**config.mk**
```make
export PLATFORM = sky130hd
export DESIGN_NAME = retro_sram_wait_sequencer
export DESIGN_NICKNAME = d
export VERILOG_FILES = /design/src/rtl/retro_sram_wait_sequencer.sv
export SDC_FILE = /design/constraint.sdc
export NUM_CORES = 1
export LEC_CHECK = 0
export CAP_MARGIN = 20
export CELL_PAD_IN_SITES_DETAIL_PLACEMENT = 0
export CELL_PAD_IN_SITES_GLOBAL_PLACEMENT = 1
export CORE_UTILIZATION = 36
export CTS_BUF_LIST = sky130_fd_sc_hd__clkbuf_4
export DETAILED_ROUTE_END_ITERATION = 8
export PLACE_DENSITY_LB_ADDON = 0.08
export RECOVER_POWER = 25
export SETUP_SLACK_MARGIN = 0.5
export SYNTH_ARGS = -nofsm -noshare
export SYNTH_HDL_FRONTEND = slang
export SYNTH_SLANG_ARGS = --single-unit
```
**constraint.sdc**
```tcl
create_clock -name Clk -period 2.25 [get_ports Clk]
set_clock_uncertainty 0.1 [all_clocks]
set_input_delay 0.225 -clock Clk [delete_from_list [all_inputs] [get_ports Clk]]
set_output_delay 0.225 -clock Clk [all_outputs]
set_load 0.005 [all_outputs]
```
**src/rtl/retro_sram_wait_sequencer.sv**
```systemverilog
// retro_sram_wait_sequencer
//
// Multi-cycle access sequencer placed directly in front of the SRAM controller.
// It takes one request from the initiator and holds address, write data and
// write strobe stable toward the controller for WaitStates+1 cycles. This lets
// slow asynchronous SRAM work behind a controller that always reports ready.
// Read data comes back through a registered Dout, together with a one-cycle
// DataReady pulse.
//
// Optional build macro:
//   RETRO_SRAM_WRITE_TURNAROUND_EN - after each write, spend one RECOVER cycle
//                                    (Ready=0, TAccess=0) for bus turnaround.
//
// Ports:
//   Clk        in   clock, rising edge
//   Reset      in   asynchronous active-high reset
//   Access     in   initiator request valid
//   Write      in   initiator request is a write
//   Address    in   initiator word address
//   Din        in   initiator write data
//   Dout       out  read data of the last completed read
//   Ready      out  request accepted this cycle if Access is high
//   DataReady  out  one-cycle pulse: Dout holds fresh read data
//   TAccess    out  access strobe to SRAM controller
//   TWrite     out  write strobe to SRAM controller
//   TAddress   out  address to SRAM controller
//   TDout      out  write data to SRAM controller
//   TDin       in   read data from SRAM controller

module retro_sram_wait_sequencer #(
    parameter int unsigned AddressBusWidth = 16,
    parameter int unsigned DataBusWidth    = 1,
    parameter int unsigned WaitStates      = 2
) (
    input  logic                         Clk,
    input  logic                         Reset,
    input  logic                         Access,
    input  logic                         Write,
    input  logic [AddressBusWidth-1:0]   Address,
    input  logic [8*DataBusWidth-1:0]    Din,
    output logic [8*DataBusWidth-1:0]    Dout,
    output logic                         Ready,
    output logic                         DataReady,
    output logic                         TAccess,
    output logic                         TWrite,
    output logic [AddressBusWidth-1:0]   TAddress,
    output logic [8*DataBusWidth-1:0]    TDout,
    input  logic [8*DataBusWidth-1:0]    TDin
);

    localparam int unsigned DataWidth = 8 * DataBusWidth;
    localparam int unsigned CntWidth  = (WaitStates == 0) ? 1 : $clog2(WaitStates + 1);

`ifdef RETRO_SRAM_WRITE_TURNAROUND_EN
    typedef enum logic [1:0] {StIdle, StAccess, StRecover} state_e;
`else
    typedef enum logic [0:0] {StIdle, StAccess} state_e;
`endif

    state_e                       state_q, state_d;
    logic [CntWidth-1:0]          cnt_q, cnt_d;
    logic                         taccess_q, taccess_d;
    logic                         twrite_q, twrite_d;
    logic [AddressBusWidth-1:0]   taddress_q, taddress_d;
    logic [DataWidth-1:0]         tdout_q, tdout_d;
    logic [DataWidth-1:0]         dout_q, dout_d;
    logic                         data_ready_q, data_ready_d;

    always_ff @(posedge Clk or posedge Reset) begin
        if (Reset) begin
            state_q      <= StIdle;
            cnt_q        <= '0;
            taccess_q    <= 1'b0;
            twrite_q     <= 1'b0;
            taddress_q   <= '0;
            tdout_q      <= '0;
            dout_q       <= '0;
            data_ready_q <= 1'b0;
        end else begin
            state_q      <= state_d;
            cnt_q        <= cnt_d;
            taccess_q    <= taccess_d;
            twrite_q     <= twrite_d;
            taddress_q   <= taddress_d;
            tdout_q      <= tdout_d;
            dout_q       <= dout_d;
            data_ready_q <= data_ready_d;
        end
    end

    always_comb begin
        state_d      = state_q;
        cnt_d        = cnt_q;
        taccess_d    = taccess_q;
        twrite_d     = twrite_q;
        taddress_d   = taddress_q;
        tdout_d      = tdout_q;
        dout_d       = dout_q;
        data_ready_d = 1'b0;
        Ready        = 1'b0;

        case (state_q)
            StIdle: begin
                Ready = 1'b1;
                if (Access) begin
                    taddress_d = Address;
                    tdout_d    = Din;
                    twrite_d   = Write;
                    taccess_d  = 1'b1;
                    cnt_d      = CntWidth'(WaitStates);
                    state_d    = StAccess;
                end
            end

            StAccess: begin
                if (cnt_q != '0) begin
                    cnt_d = cnt_q - 1'b1;
                end else begin
                    // Last held cycle: release the bus on this edge.
                    taccess_d = 1'b0;
                    twrite_d  = 1'b0;
                    if (!twrite_q) begin
                        dout_d       = TDin;
                        data_ready_d = 1'b1;
                        state_d      = StIdle;
                    end else begin
`ifdef RETRO_SRAM_WRITE_TURNAROUND_EN
                        state_d = StRecover;
`else
                        state_d = StIdle;
`endif
                    end
                end
            end

`ifdef RETRO_SRAM_WRITE_TURNAROUND_EN
            StRecover: begin
                state_d = StIdle;
            end
`endif

            default: begin
                state_d = StIdle;
            end
        endcase
    end

    assign TAccess   = taccess_q;
    assign TWrite    = twrite_q;
    assign TAddress  = taddress_q;
    assign TDout     = tdout_q;
    assign Dout      = dout_q;
    assign DataReady = data_ready_q;

endmodule

```
## Yosys cells after proc, flatten, opt, wreduce, memory -nomap -nowiden

Cells that the tools add are included.

| storage, ports and cells | value |
|---|---|
| flip-flop bits (word level) | 38 |
| input bits | 36 |
| output and inout port bits | 36 |
| word-level logic and storage cells | 35 |

| cells by class | value |
|---|---|
| $add $sub $neg | 1 |
| eq/ne operators | 3 |
| multiplexer cells | 15 |
| bitwise operators | 3 |
| reduce and logical (&&, ||, !) cells | 5 |

Operators with widths:

| operator | number |
|---|---|
| $mux 1 | 9 |
| $pmux 1 s2 | 3 |
| $reduce_and 2->1 | 3 |
| $mux 2 | 2 |
| $ne 2x2->1 const B | 2 |
| $pmux 2 s2 | 1 |
| $not 1->1 | 3 |
| $reduce_and 3->1 | 1 |
| $ne 2x1->1 const B | 1 |
| $reduce_bool 2->1 | 1 |
| $sub 2x1->2 const B | 1 |

## Logic depth before layout (Yosys ltp)

| depth | value |
|---|---|
| word-level depth | 3 |
| gate-level depth with buffers | 5 |
| mapped depth without buffers | 5 |

## Worst setup path before layout

Ideal clock, no wire load.

| path | value |
|---|---|
| path type | register -> register |
| from | register cnt_q[0] |
| to | register dout_q[0], in the netlist Dout[0] |
| setup time | 0.125 ns |
| data arrival time | 1.126 ns |
| required time | 2.025 ns |
| path slack | 0.899 ns |
| cell stages (with the launch flop) | 5 |
| buffers on the path | 0 |
| period minus slack after synthesis | 1.351 ns |
| cell sequence | dfrtp_1 > inv_1 > ha_1 > nand3b_2 > mux2_2 |

| between the ends | value |
|---|---|
| longest elaborated chain between the ends | 3 |

RTL lines:

| element | line | RTL |
|---|---|---|
| from (decl) | 61 | `logic [CntWidth-1:0] cnt_q, cnt_d;` |
| from (signal assigned) | 81 | `cnt_q <= cnt_d;` |
| $reduce_bool 2->1 | 116 | `if (cnt_q != '0) begin` |
| $not 1->1 (no source line) | -- |  |
| $reduce_and 3->1 (no source line) | -- |  |
| to (signal assigned) | 86 | `dout_q <= dout_d;` |
| to (decl) | 66 | `logic [DataWidth-1:0] dout_q, dout_d;` |

Every way passes these cells.
A chain may end at the register's enable or synchronous reset.

## Worst setup path after layout

| path | value |
|---|---|
| from | register state_q |
| to | output port Ready |

| between the ends | value |
|---|---|
| longest elaborated chain between the ends | 1 |

RTL lines:

| element | line | RTL |
|---|---|---|
| from (decl) | 60 | `state_e state_q, state_d;` |
| from (signal assigned) | 71 | `state_q <= StIdle;` |
| from (signal assigned) | 80 | `state_q <= state_d;` |
| $mux 1 | 102 | `case (state_q)` |
| to (decl) | 42 | `output logic Ready,` |

Every way passes these cells.

==> out/results.ini <==
[grt]
grt_overflow = 0
grt_pass1_vias = 995
grt.total_usage_pct = 14.55
grt_pass1_wl_um = 4705
grt_max_degree = 39
antenna_found_initial = 0

[logic_synthesis]
yosys.area_share.adder_pct = 1.596
synthArstFlopShare_pct = 100.0
syn-num-nets = 131
synthTopCellsByCount = 38 x dfrtp_1, 20 x mux2_4, 12 x mux2_2, 6 x inv_1
synth-compound-area-share_pct = 1.676
synth_area_leaders = dfrtp_1 61%, mux2_4 19%, mux2_2 8.6%, buf_12 2.6%, ha_1 1.6%
synthCells = 93
synth_top_area_cell = dfrtp_1
yosys.area_share.simple_pct = 2.953
ys_ff_latch = 38
synthMuxAreaShare_pct = 28.41
synth_top_area_share_pct = 60.65
syn_avg_cell_area_sq_um = 16.86
synthesis.area_sq_um = 1568
yosysSeqAreaShare_pct = 60.65
yosys_most_used_dff = dfrtp_1
synth_top_family_by_area = multiplexers
yosysUniqueCellTypes = 17
post_synth_xor_area_fraction_pct = 0
yosys_warnings = 0
synth-edff-count = 0
yosys.cell_count.top_type = dfrtp_1

[worst_setup_path]
startpoint = state_q$_DFF_PP0_
cp_slowest_cell = clkdlybuf4s50_1
r2r_slack_ns = 0.73
crit_path_end_kind = output port
crit_required_ns = 1.92
crit_path_max_incr_delay_ns = 0.49
r2r_start = state_q$_DFF_PP0_
worstPathArrival_ns = 1.28
startpoint_type = flop
r2r-end = TDout[6]$_DFFE_PP0P_
path_class = flop to output port
crit_chain = inv_1 > clkdlybuf4s50_1
rr_worst_depth = 4
cp_max_fo = 2
endpoint = Ready

[timing]
rsz0062_at_grt = no
drv_slew = 0
hold_viol = 0
fin_crit_sh_pct = 71.18
finalSetupTns_ns = 0
relSlewSlack_pct = 37.43
hold_ws_ns = 0.3738
period_minus_slack_ns = 1.602
setup_viol = 0
fmax_mhz = 624.4
worstMarginPinSlew_ns = 0.9385
setup_slack_ns = 0.6484

[placed_design]
pre_cts_ws_ns = 0.4464
dpl.cell_count = 214
postPlaceCellArea_sq_um = 2317
hpwl_um = 2298
gp_congestion = 0.6188
port_buffers = 71

[clock_tree]
holdBufCountCts = 0
cts_tree = done
htree_levels = 2
clkTransAtPathRegs_ns = 0.10
cts_buffer_depth = 2
cts.sinks = 38
clk_latency_ns = 0.33
cts_buffers = 5
root_buffer = clkbuf_4

[drt]
antenna_left = 0
first_pass_iters = 4
drtIter0Drc = 25
vias_per_cell = 4.525
routed_wl_um = 3248
drc = 0
vias = 1009
post_drt_wl_per_cell_um = 14.57

[floorplan]
start_util_pct = 38.36
die_height_um = 67.99
die_area_sq_um = 4623
die_w_um = 67.99
core.rowCount = 23
num_io_pins = 72
core_area_sq_um = 4086

[power_and_ir_drop]
p_total_mw = 3.290
cellLeakagePower_nw = 1.086
pwr_density_cell_nw_per_um2 = 1354
vdd_drop_max_mv = 0.5963

[final_layout]
antennaDiodeCount = 0
layout-drive-gt1-share_pct = 27.75
nNetsFinal = 210
stdcell_count = 223
final_cell_area_sq_um = 2430
area_delta_synth_final_pct = 54.99
utilization_pct = 59.46

[status]
outcome = completed

[run]
max-cap-violations = 0

[min_path]
hp-class = flop to flop

## per-layer routing
metal	GRT usage [%]	up-vias	wire length, um
met5	0	-	0
met1	17.16	481	1444
li1	-	475	-
met3	7.167	5	308
met2	21.94	48	1439
met4	7.031	0	55
## power breakdown
group	switching, mW	internal, mW	total [mW]
sequential	0.188	1.03	1.21
combinational	0.427	1.07	1.49
clock	0.233	0.347	0.581
## registers in the layout (all words and copies together), names as in the netlist
name and flops:
TAddress 16, Dout 8, TDout 8, cnt_q 2, DataReady 1, TAccess 1, TWrite 1, state_q 1
## placed cells by master, fill, tap and decap left out, drive strengths merged
cell type / instances
ha: 2
clkdlybuf4s50: 70
dfrtp: 38
buf: 3
clkinv: 1
clkbuf: 6
o22ai: 2
bufinv: 2
a21oi: 1
mux2i: 1
or2: 1
nor2: 2
inv: 6
nor2b: 2
a2bb2oi: 1
dlygate4sd3: 1
nand3b: 1
mux2: 32
nand2: 1
## cells by family (layout without fill, tap and decap cells)
| logic type | after synthesis | after routing |
|---|---|---|
| AO/OA/AOI/OAI | 4 | 4 |
| adder cells (fa/ha/maj) | 2 | 2 |
| buffers and inverters | 9 | 89 |
| flip-flops | 38 | 38 |
| multiplexers | 33 | 33 |
| AND/OR/NAND/NOR | 7 | 7 |
## final cells by class
| cell class | count | area [sq um] |
|---|---|---|
| fill | 333 | 1657 |
| sequential | 38 | 952.2 |
| timing repair buffer | 75 | 738.2 |
| multi-input combinational | 46 | 548.0 |
| clock inverter | 3 | 68.82 |
| tap | 50 | 62.56 |
| clock buffer | 5 | 37.54 |
| inverter | 6 | 22.52 |
## timing repair
item | CTS | global route
resized for setup | 1 | 0
pin swaps | 0 | 0
setup endpoints to repair | 1 | 1
buffers inserted | 0 | 1
## worst max-delay path: cells and delay by family (launching register included)
family / cells / cell delay [ns]
buffers and inverters: 2 / 0.54
flip-flops: 1 / 0.41
## worst min path at each step
stage | startpoint | end | depth (start not counted)
6_report | cnt_q[0]$_DFFE_PP0P_ | cnt_q[0]$_DFFE_PP0P_ | 1
5_1_grt | Din[4] | TDout[4]$_DFFE_PP0P_ | 2
4_1_cts | Reset | TDout[5]$_DFFE_PP0P_ | 3
3_5_place_dp | cnt_q[0]$_DFFE_PP0P_ | cnt_q[0]$_DFFE_PP0P_ | 1
3_3_place_gp | cnt_q[0]$_DFFE_PP0P_ | cnt_q[0]$_DFFE_PP0P_ | 1
2_1_floorplan | Address[10] | TAddress[10]$_DFFE_PP0P_ | 1
(Power assumes the default switching activity.)
